### src/rtl/multicycle_core_if.sv
// Unified memory port of the multi-cycle core: one req/ready handshake shared by
// instruction fetch, loads and stores.
interface multicycle_core_if #(
    parameter int XLEN = 32
);
    logic            mem_req;
    logic            mem_we;
    logic [XLEN-1:0] mem_addr;
    logic [XLEN-1:0] mem_wdata;
    logic [XLEN-1:0] mem_rdata;
    logic            mem_ready;

    modport master (
        output mem_req, mem_we, mem_addr, mem_wdata,
        input  mem_rdata, mem_ready
    );

    modport slave (
        input  mem_req, mem_we, mem_addr, mem_wdata,
        output mem_rdata, mem_ready
    );
endinterface

### src/rtl/multicycle_core.sv
// Multi-cycle reduced RV32 core (ADD SUB ADDI LUI BEQ BNE JAL LW SW) with its own
// register file and ALU, sequenced by one FSM over a single wait-stated memory port.
//
// state  | meaning
// FETCH  | request word at PC, latch IR on ready
// DECODE | read operands, build immediate, check legality
// EXEC   | ALU / branch resolve / load-store address
// MEM    | data access, held stable until ready
// WB     | register write and PC update
// HALT   | stopped after illegal or misaligned instruction, left only by rst
module multicycle_core #(
    parameter int              XLEN      = 32,
    parameter logic [XLEN-1:0] RESET_PC  = '0,
    parameter int              REG_COUNT = 32
) (
    input  logic              clk,
    input  logic              rst,
    multicycle_core_if.master bus,
    output logic [XLEN-1:0]   a0,
    output logic              retire,
    output logic              halted
);

    if (XLEN != 32) begin : g_bad_xlen
        $error("multicycle_core: XLEN must be 32");
    end
    if (REG_COUNT != 32 && REG_COUNT != 16) begin : g_bad_reg_count
        $error("multicycle_core: REG_COUNT must be 16 or 32");
    end

    localparam int RIDX = (REG_COUNT == 16) ? 4 : 5;

    typedef enum logic [2:0] {S_FETCH, S_DECODE, S_EXEC, S_MEM, S_WB, S_HALT} state_t;
    typedef enum logic [3:0] {
        OP_ADD, OP_SUB, OP_ADDI, OP_LUI, OP_BEQ, OP_BNE, OP_JAL, OP_LW, OP_SW
    } op_t;

    state_t          state;
    op_t             op_q;
    logic [XLEN-1:0] pc, ir, rs1_q, rs2_q, imm_q, result_q, next_pc_q;
    logic [4:0]      rd_q;
    logic [XLEN-1:0] regs [REG_COUNT];

    logic [6:0]      opcode, funct7;
    logic [2:0]      funct3;
    logic [4:0]      rd_idx, rs1_idx, rs2_idx;
    logic [XLEN-1:0] imm_i, imm_s, imm_b, imm_u, imm_j;
    logic [XLEN-1:0] rs1_val, rs2_val;

    assign opcode  = ir[6:0];
    assign rd_idx  = ir[11:7];
    assign funct3  = ir[14:12];
    assign rs1_idx = ir[19:15];
    assign rs2_idx = ir[24:20];
    assign funct7  = ir[31:25];

    assign imm_i = {{20{ir[31]}}, ir[31:20]};
    assign imm_s = {{20{ir[31]}}, ir[31:25], ir[11:7]};
    assign imm_b = {{19{ir[31]}}, ir[31], ir[7], ir[30:25], ir[11:8], 1'b0};
    assign imm_u = {ir[31:12], 12'b0};
    assign imm_j = {{11{ir[31]}}, ir[31], ir[19:12], ir[20], ir[30:21], 1'b0};

    // Out-of-range indices only alias here; DECODE sends them to HALT before use.
    assign rs1_val = regs[rs1_idx[RIDX-1:0]];
    assign rs2_val = regs[rs2_idx[RIDX-1:0]];

    function automatic logic reg_bad(input logic [4:0] idx);
        return 32'(idx) >= 32'(REG_COUNT);
    endfunction

    op_t             dec_op;
    logic            dec_ok, use_rd, use_rs1, use_rs2;
    logic [XLEN-1:0] dec_imm;

    always_comb begin
        dec_op  = OP_ADD;
        dec_ok  = 1'b1;
        dec_imm = '0;
        use_rd  = 1'b0;
        use_rs1 = 1'b0;
        use_rs2 = 1'b0;
        case (opcode)
            7'b0110011: begin
                use_rd  = 1'b1;
                use_rs1 = 1'b1;
                use_rs2 = 1'b1;
                if (funct3 == 3'b000 && funct7 == 7'b0000000)      dec_op = OP_ADD;
                else if (funct3 == 3'b000 && funct7 == 7'b0100000) dec_op = OP_SUB;
                else                                                dec_ok = 1'b0;
            end
            7'b0010011: begin
                use_rd  = 1'b1;
                use_rs1 = 1'b1;
                dec_op  = OP_ADDI;
                dec_imm = imm_i;
                dec_ok  = (funct3 == 3'b000);
            end
            7'b0110111: begin
                use_rd  = 1'b1;
                dec_op  = OP_LUI;
                dec_imm = imm_u;
            end
            7'b1100011: begin
                use_rs1 = 1'b1;
                use_rs2 = 1'b1;
                dec_imm = imm_b;
                if (funct3 == 3'b000)      dec_op = OP_BEQ;
                else if (funct3 == 3'b001) dec_op = OP_BNE;
                else                       dec_ok = 1'b0;
            end
            7'b1101111: begin
                use_rd  = 1'b1;
                dec_op  = OP_JAL;
                dec_imm = imm_j;
            end
            7'b0000011: begin
                use_rd  = 1'b1;
                use_rs1 = 1'b1;
                dec_op  = OP_LW;
                dec_imm = imm_i;
                dec_ok  = (funct3 == 3'b010);
            end
            7'b0100011: begin
                use_rs1 = 1'b1;
                use_rs2 = 1'b1;
                dec_op  = OP_SW;
                dec_imm = imm_s;
                dec_ok  = (funct3 == 3'b010);
            end
            default: dec_ok = 1'b0;
        endcase
        if ((use_rd && reg_bad(rd_idx)) || (use_rs1 && reg_bad(rs1_idx)) ||
            (use_rs2 && reg_bad(rs2_idx)))
            dec_ok = 1'b0;
    end

    logic [XLEN-1:0] alu_out, pc_plus4, br_target;
    logic            is_branch, br_taken, br_bad, jal_bad;

    always_comb begin
        alu_out = rs1_q + imm_q;
        case (op_q)
            OP_ADD:  alu_out = rs1_q + rs2_q;
            OP_SUB:  alu_out = rs1_q - rs2_q;
            OP_LUI:  alu_out = imm_q;
            OP_JAL:  alu_out = pc_plus4;
            default: alu_out = rs1_q + imm_q;
        endcase
    end

    assign pc_plus4  = pc + XLEN'(4);
    assign br_target = pc + imm_q;
    assign is_branch = (op_q == OP_BEQ) || (op_q == OP_BNE);
    assign br_taken  = (rs1_q == rs2_q) ^ (op_q == OP_BNE);
    assign br_bad    = br_taken && (br_target[1:0] != 2'b00);
    assign jal_bad   = (op_q == OP_JAL) && (next_pc_q[1:0] != 2'b00);

    always_ff @(posedge clk) begin
        if (rst) begin
            state     <= S_FETCH;
            pc        <= RESET_PC;
            ir        <= '0;
            op_q      <= OP_ADD;
            rd_q      <= '0;
            rs1_q     <= '0;
            rs2_q     <= '0;
            imm_q     <= '0;
            result_q  <= '0;
            next_pc_q <= '0;
            for (int i = 0; i < REG_COUNT; i++) regs[i] <= '0;
        end else begin
            case (state)
                S_FETCH: begin
                    if (bus.mem_ready) begin
                        ir    <= bus.mem_rdata;
                        state <= S_DECODE;
                    end
                end
                S_DECODE: begin
                    op_q  <= dec_op;
                    rd_q  <= rd_idx;
                    rs1_q <= rs1_val;
                    rs2_q <= rs2_val;
                    imm_q <= dec_imm;
                    state <= dec_ok ? S_EXEC : S_HALT;
                end
                S_EXEC: begin
                    if (is_branch) begin
                        if (br_bad) begin
                            state <= S_HALT;
                        end else begin
                            pc    <= br_taken ? br_target : pc_plus4;
                            state <= S_FETCH;
                        end
                    end else if (op_q == OP_LW || op_q == OP_SW) begin
                        result_q <= alu_out;
                        state    <= (alu_out[1:0] != 2'b00) ? S_HALT : S_MEM;
                    end else begin
                        result_q  <= alu_out;
                        next_pc_q <= (op_q == OP_JAL) ? br_target : pc_plus4;
                        state     <= S_WB;
                    end
                end
                S_MEM: begin
                    if (bus.mem_ready) begin
                        if (op_q == OP_SW) begin
                            pc    <= pc_plus4;
                            state <= S_FETCH;
                        end else begin
                            result_q  <= bus.mem_rdata;
                            next_pc_q <= pc_plus4;
                            state     <= S_WB;
                        end
                    end
                end
                S_WB: begin
                    if (jal_bad) begin
                        state <= S_HALT;
                    end else begin
                        if (rd_q != 5'd0) regs[rd_q[RIDX-1:0]] <= result_q;
                        pc    <= next_pc_q;
                        state <= S_FETCH;
                    end
                end
                default: state <= S_HALT;
            endcase
        end
    end

    // Outputs are masked by rst so they hold reset values even in the first reset cycle.
    logic store_active;
    assign store_active  = !rst && (state == S_MEM) && (op_q == OP_SW);
    assign bus.mem_req   = !rst && (state == S_FETCH || state == S_MEM);
    assign bus.mem_we    = store_active;
    assign bus.mem_addr  = rst ? RESET_PC : ((state == S_MEM) ? result_q : pc);
    assign bus.mem_wdata = store_active ? rs2_q : '0;
    assign a0            = rst ? '0 : regs[10];
    assign halted        = !rst && (state == S_HALT);

    always_comb begin
        retire = 1'b0;
        if (!rst) begin
            case (state)
                S_EXEC:  retire = is_branch && !br_bad;
                S_MEM:   retire = (op_q == OP_SW) && bus.mem_ready;
                S_WB:    retire = !jal_bad;
                default: retire = 1'b0;
            endcase
        end
    end

endmodule

### src/flat_wrapper.sv
// flat-port wrapper written by rule: the top's interface ports become plain ports
module multicycle_core_flat 
#(
    parameter int              XLEN      = 32,
    parameter logic [XLEN-1:0] RESET_PC  = '0,
    parameter int              REG_COUNT = 32
)
  (clk, rst, a0, retire, halted, bus_mem_req, bus_mem_we, bus_mem_addr, bus_mem_wdata, bus_mem_rdata, bus_mem_ready);
  multicycle_core_if #(.XLEN(XLEN)) bus_i ();
  input  logic clk;
  input  logic rst;
  output logic [XLEN-1:0] a0;
  output logic retire;
  output logic halted;
  output wire logic [$bits(bus_i.mem_req)-1:0] bus_mem_req;
  output wire logic [$bits(bus_i.mem_we)-1:0] bus_mem_we;
  output wire logic [$bits(bus_i.mem_addr)-1:0] bus_mem_addr;
  output wire logic [$bits(bus_i.mem_wdata)-1:0] bus_mem_wdata;
  input wire logic [$bits(bus_i.mem_rdata)-1:0] bus_mem_rdata;
  input wire logic [$bits(bus_i.mem_ready)-1:0] bus_mem_ready;
  assign bus_mem_req = bus_i.mem_req;
  assign bus_mem_we = bus_i.mem_we;
  assign bus_mem_addr = bus_i.mem_addr;
  assign bus_mem_wdata = bus_i.mem_wdata;
  assign bus_i.mem_rdata = bus_mem_rdata;
  assign bus_i.mem_ready = bus_mem_ready;
  multicycle_core #(.XLEN(XLEN), .RESET_PC(RESET_PC), .REG_COUNT(REG_COUNT)) u_core (.clk(clk), .rst(rst), .bus(bus_i), .a0(a0), .retire(retire), .halted(halted));
endmodule
### config.mk
export PLATFORM = sky130hd
export DESIGN_NAME = multicycle_core_flat
export DESIGN_NICKNAME = d
export VERILOG_FILES = /design/src/rtl/multicycle_core_if.sv /design/src/rtl/multicycle_core.sv /design/src/flat_wrapper.sv
export SDC_FILE = /design/constraint.sdc
export NUM_CORES = 2
export LEC_CHECK = 0
export CORE_MARGIN = 2
export CORE_UTILIZATION = 49
export CTS_CLUSTER_DIAMETER = 40
export DETAILED_ROUTE_END_ITERATION = 6
export GPL_TIMING_DRIVEN = 0
export PLACE_DENSITY = 0.62
export SETUP_SLACK_MARGIN = 0.5
export SLEW_MARGIN = 25
export SYNTH_ARGS = -nofsm -noshare
export SYNTH_HDL_FRONTEND = slang
export SYNTH_SLANG_ARGS = --single-unit
export TNS_END_PERCENT = 100
### constraint.sdc
create_clock -name clk -period 5.2 [get_ports clk]
set_input_delay 1.56 -clock clk [delete_from_list [all_inputs] [get_ports clk]]
set_output_delay 1.56 -clock clk [all_outputs]
set_load 0.005 [all_outputs]
* After elaboration in Yosys (flattened, before gate mapping)
Memory sizes are Yosys's and may differ from the RTL's. A register that Yosys moved wholly into a read port is not among the register bits.
Index checks and enable logic that the tools add are counted.
Widths: inputs -> output; s select.
** Storage, ports and cells
- Register bits after elaboration :: 172
- Memory bits (writable) :: 1024
- Bits of input ports :: 35
- Output and inout bits :: 100
- Logic and storage cells :: 137
- Memories kept :: 1
** Cells by class
- Add/sub/neg operators :: 5
- Eq/ne operators :: 32
- Multiplexer cells :: 55
- Bitwise logic cells :: 1
- Reduce and logical (&&, ||, !) cells :: 35
** Memories
- u_core.regs :: words 32, bits a word 32, read ports 3, clocked after Yosys merged registers in 2, write ports 32, RTL line multicycle_core.sv:42 : logic [XLEN-1:0] regs [REG_COUNT];
** Operators by type and width (count)
- $mux 32 :: 19
- $pmux 32 s5 :: 1
- $pmux 32 s2 :: 2
- $pmux 32 s4 :: 1
- $add 32x32->32 :: 3
- $pmux 32 s3 :: 1
- $add 32x3->32 const B :: 1
- $eq 32x32->1 :: 1
- $reduce_or 32->1 :: 1
- $sub 32x32->32 :: 1
- $mux 3 :: 10
- $eq 7x6->1 const B :: 4
- $pmux 4 s7 :: 1
- $eq 4x3->1 const B :: 4
- $pmux 3 s5 :: 1
- $eq 7x7->1 const B :: 2
- $mux 1 :: 14
- $ne 2x2->1 const B :: 7
- $logic_and 1x1->1 :: 10
- $eq 3x2->1 const B :: 3
- $mux 4 :: 2
- $reduce_bool 2->1 :: 4
- $eq 7x2->1 const B :: 1
- $eq 7x5->1 const B :: 1
- other kinds (22) :: 33

* Logic depth before layout (Yosys ltp)
- Depth in word-level cells :: 8
- Depth in mapped cells :: 17
- Gate-level depth less buffers :: 15

* Least setup slack after synthesis
Ideal clock, no wire load.
- Path kind :: input port to output port
- From :: input port rst
- To :: output port bus_mem_wdata[10]
- Data arrival time :: 2770 ps
- Data required time :: 3640 ps
- Path slack :: 870 ps
- Stages on the path :: 5
- Path buffers :: 4
- Cells stage by stage :: clkbuf_1 -> buf_1 -> clkbuf_1 -> clkbuf_1 -> nor4_1
** On the way
- Word-level cells in the longest chain between the ends :: 4
** RTL lines
- from (decl) :: RTL line flat_wrapper.sv:11 : input logic rst;
- $logic_not 1->1 :: RTL line multicycle_core.sv:232 : assign store_active = !rst && (state == S_MEM) && (op_q == OP_SW);
- $logic_and 1x1->1 (2 in a row) :: RTL line multicycle_core.sv:232
- $mux 32 :: RTL line multicycle_core.sv:236 : assign bus.mem_wdata = store_active ? rs2_q : '0;
- to (decl) :: RTL line flat_wrapper.sv:18 : output wire logic [$bits(bus_i.mem_wdata)-1:0] bus_mem_wdata;
Every way passes these cells.

* Worst setup path in the final report
- From :: register u_core.rs2_q[27] (read register of u_core.regs)
- To :: output port retire
** On the way
- Word-level cells in the longest chain between the ends :: 7
** RTL lines
- from (decl) :: RTL line multicycle_core.sv:40 : logic [XLEN-1:0] pc, ir, rs1_q, rs2_q, imm_q, result_q, next_pc_q;
- $eq 32x32->1 :: RTL line multicycle_core.sv:154 : assign br_taken = (rs1_q == rs2_q) ^ (op_q == OP_BNE);
- $xor 1x1->1 :: RTL line multicycle_core.sv:154
- $logic_and 1x1->1 :: RTL line multicycle_core.sv:155 : assign br_bad = br_taken && (br_target[1:0] != 2'b00);
- $logic_not 1->1 :: RTL line multicycle_core.sv:244 : S_EXEC: retire = is_branch && !br_bad;
- $logic_and 1x1->1 :: RTL line multicycle_core.sv:244
- $pmux 1 s3 :: RTL line multicycle_core.sv:243 : case (state)
- $mux 1 :: RTL line multicycle_core.sv:242 : if (!rst) begin
- to (decl) :: RTL line flat_wrapper.sv:13 : output logic retire;
Every way passes these cells.

==> results.sh <==
export IMPL_synth_seq_area_share_pct=49.6
export IMPL_cts_tree="built"
export IMPL_crit_reg2reg_launch="u_core.op_q[3]$_SDFFE_PP0N_"
export IMPL_crit_buf_inv=5
export IMPL_internal_power_mw=20.7
export IMPL_synth_cell_area_sq_um=70800
export IMPL_final_hold_viol_count=0
export IMPL_clock_latency_ps=850
export IMPL_root_buffer="clkbuf_16"
export IMPL_via_per_inst=6.34
export IMPL_synth_top_area_cell="edfxtp_1"
export IMPL_critPathTopFamily="simple AND/OR/NAND/NOR gates"
export IMPL_ys_types=91
export IMPL_area_growth_pct=17.1
export IMPL_fin_ws_ps=-111
export IMPL_drt_wl_total_mm=267
export IMPL_nets=6043
export IMPL_arrival_ps=3750
export IMPL_synth_warning_count=0
export IMPL_min_period_ps=5310
export IMPL_critPathMaxStageDelay_ps=530
export IMPL_r2r_slack_ps=310
export IMPL_synth_area_leaders="edfxtp_1 42%, mux4_2 20%, and2_1 8.6%"
export IMPL_violations="DRC, setup timing"
export IMPL_fp_dieW_um=384
export IMPL_htree_num_levels=4
export IMPL_leakage_nw=29.1
export IMPL_combPwrFrac_pct=14.0
export IMPL_drt_first_pass_iters=7
export IMPL_cp_slowest_cell="nor4_4"
export IMPL_ys_top_cells_by_count="992 x edfxtp_1, 973 x and2_1, 640 x mux4_2"
export IMPL_drv_cap=0
export IMPL_rows=139
export IMPL_p_per_area_nw_per_um2=345
export IMPL_grt_pass1_vias=50512
export IMPL_rsz0062_at_grt="yes"
export IMPL_p_seq_share_pct=40.1
export IMPL_post_route_drc_count=1
export IMPL_vias=50581
export IMPL_initial_core_util_pct=49.4
export IMPL_holdPathEnd="u_core.next_pc_q[8]$_SDFFE_PP0P_"
export IMPL_hold_start="u_core.next_pc_q[8]$_SDFFE_PP0P_"
export IMPL_cts_path_max_buffers=3
export IMPL_grt_ovfl_total=0
export IMPL_holdPathStages=2
export IMPL_final_util_pct=57.8
export IMPL_pre_cts_slack_ps=-1880
export IMPL_synth_top_area_share_pct=42.1
export IMPL_die_y_um=384
export IMPL_worst_path_stages=14
export IMPL_antenna_found_initial=10
export IMPL_fillers=11740
export IMPL_slew_violations=0
export IMPL_netSwitchingFraction_pct=27.5
export IMPL_die_area_sq_um=148000
export IMPL_path_class="register to output pin"
export IMPL_relSlewSlack_pct=20.5
export IMPL_p_clk_share_pct=45.9
export IMPL_p_sw_mw=7.85
export IMPL_avgSynthCellArea_sq_um=12.9
export IMPL_fmax_ghz=0.188
export IMPL_post_synth_top_count_cell="edfxtp_1"
export IMPL_grt_pass1_wl_mm=371
export IMPL_synth_seq_cells=1260
export IMPL_setup_viol=1
export IMPL_core_area_sq_um=143000
export IMPL_status="complete, but fails checks"
export IMPL_ios=135
export IMPL_hpwlAfterDp_mm=218
export IMPL_worstMarginPinSlew_ps=1190
export IMPL_worst_r2r_path_depth=8
export IMPL_clk_pin_slew_ps=50
export IMPL_path_cells="inv_2 > ha_4 > buf_6 > nand2_4 > nor4_4 > nand4_1 > buf_4 > xor2_2 > o211ai_1 > a21oi_4 > nor2_4 > clkbuf_16 > a211oi_4 > buf_2"
export IMPL_synthFlopType="edfxtp_1"
export IMPL_cts_sinks=1260
export IMPL_routedWlPerCell_um=33.5
export IMPL_numCtsBuffers=193
export IMPL_synth_edff_count=992
export IMPL_worstReg2RegEnd="u_core.regs[8][8]$_SDFFCE_PN0P_"
export IMPL_worstSetupEndpointType="output pin"
export IMPL_grt_max_degree=33
export IMPL_required_ps=3640
export IMPL_syn_instance_count=5501
export IMPL_async_reset_ff_share_pct=0
export IMPL_finClkSkew_ps=48.0
export IMPL_min_path_type="register to register"
export IMPL_worstSetupStartpointType="register"
export IMPL_drt_antenna_violating_nets=0
export IMPL_drive_gt1_share_pct=23.2
export IMPL_crit_fanout=6
export IMPL_vdd_drop_max_v=0.000287
export IMPL_drt_iter0_drc=5664
export IMPL_gp_congestion=1.05
export IMPL_grt_usage_pct=36.3
export IMPL_portBuffers=133
export IMPL_holdWs_ps=451
export IMPL_period_share_pct=102
-- timing repair --
action,CTS,global route
setup buffers,31,6
resized for setup,290,79
hold buffers,0,0
pin swaps,31,16
endpoints found under the hold margin,0,0
endpoints found under the setup margin,1043,1090
-- cell families (layout without fill, tap and decap cells) --
| kind of cell | Yosys count | in the layout | synth area share, % |
|---|---|---|---|
| other cells | 1 | 35 | 0.00530 |
| simple gates | 1937 | 1937 | 14.8 |
| flops | 1260 | 1260 | 49.6 |
| xor+xnor | 109 | 109 | 1.36 |
| mux | 774 | 774 | 22.4 |
| compound gates | 754 | 754 | 6.90 |
| fa+ha+maj | 100 | 100 | 1.80 |
| buf+inv | 566 | 1110 | 3.09 |
-- power groups by stage --
stage / sequential, mW / combinational [mW] / clock (mW)
floorplan: 11.5 / 2.44 / 0
global placement: 11.6 / 3.68 / 0
detailed placement: 11.7 / 3.74 / 0
CTS: 11.5 / 3.90 / 13.2
global route: 11.5 / 4.16 / 13.6
finish: 11.5 / 4.00 / 13.1
-- routing by layer --
metal  wire length [um]  global-route usage (%)  up-vias  share of wire (%)
met4              19400                    23.0        2                7.3
met5                 13                       0        -             0.0049
met1              98200                    45.3    25649                 37
met3              23100                    6.45      634                8.6
li1                   -                       -    21675                  -
met2             126000                    58.7     2621                 47
-- worst max-delay path by stage --
stage | slack [ps] | startpoint | endpoint
global placement | -2250 | rst | retire
CTS | -120 | u_core.rs2_q[1]$_SDFFE_PP0N_ | retire
detailed placement | -1880 | u_core.rs2_q[0]$_SDFFE_PP0N_ | retire
finish | -110 | u_core.rs2_q[27]$_SDFFE_PP0N_ | retire
global route | -180 | u_core.rs2_q[27]$_SDFFE_PP0N_ | retire
floorplan | 870 | rst | bus_mem_wdata[10]
-- final cells by class --
cell class	instances	area [sq um]	area share (%)
Multi-Input combinational cell	3706	34400	41.5
Timing Repair Buffer	181	1820	2.20
Tap cell	1903	2380	2.87
Antenna cell	3	7.51	0.00905
Buffer	511	2390	2.88
Sequential cell	1260	35200	42.4
Inverter	55	209	0.252
Clock buffer	226	5070	6.12
Clock inverter	137	1480	1.79
-- placed cells by master, fill, tap and decap left out, types with 47 or more instances in the layout --
master,synthesis,routed
dfxtp_1,268,253
ha_1,97,87
xnor2_1,55,55
buf_2,52,65
clkbuf_1,419,375
a211oi_1,125,122
and2_1,973,973
mux2i_1,70,70
mux2_2,59,59
nand2_1,320,307
nor2_1,316,293
xor2_1,53,52
mux4_2,640,640
clkbuf_16,0,198
edfxtp_1,992,992
a21oi_1,255,234
o21ai_0,105,104
a21o_1,53,52
nor3_1,50,47
inv_1,55,48
clkdlybuf4s50_1,0,109
-- registers in the layout, indices dropped and copies added, names as in the netlist --
name              flops
u_core.imm_q         32
u_core.ir            32
u_core.next_pc_q     32
u_core.op_q           4
u_core.pc            32
u_core.rd_q           5
u_core.regs        1024
u_core.result_q      32
u_core.rs1_q         32
u_core.rs2_q         32
u_core.state          3
-- metrics by stage --
stage	area [sq um]	TNS, ps	total power, mW	std cells
final	82900	-111	28.6	7982
after floorplan	70900	0	14.0	5532
after detailed placement	75000	-118960	15.4	7579
after global routing	82900	-177	29.3	7979
after global placement	74600	-634660	15.3	7568
after CTS	82700	-117	28.5	7973
-- worst register-to-register path: stages, from the launching register on --
cell and delay [ps]:
dfxtp_1 450, nand2b_1 220, nand2b_1 120, buf_1 750, nor2_1 310, nor4_2 640
nand3b_1 690, nor2_1 760, or2_4 590
No activity file was read; power rests on OpenSTA's default activity.
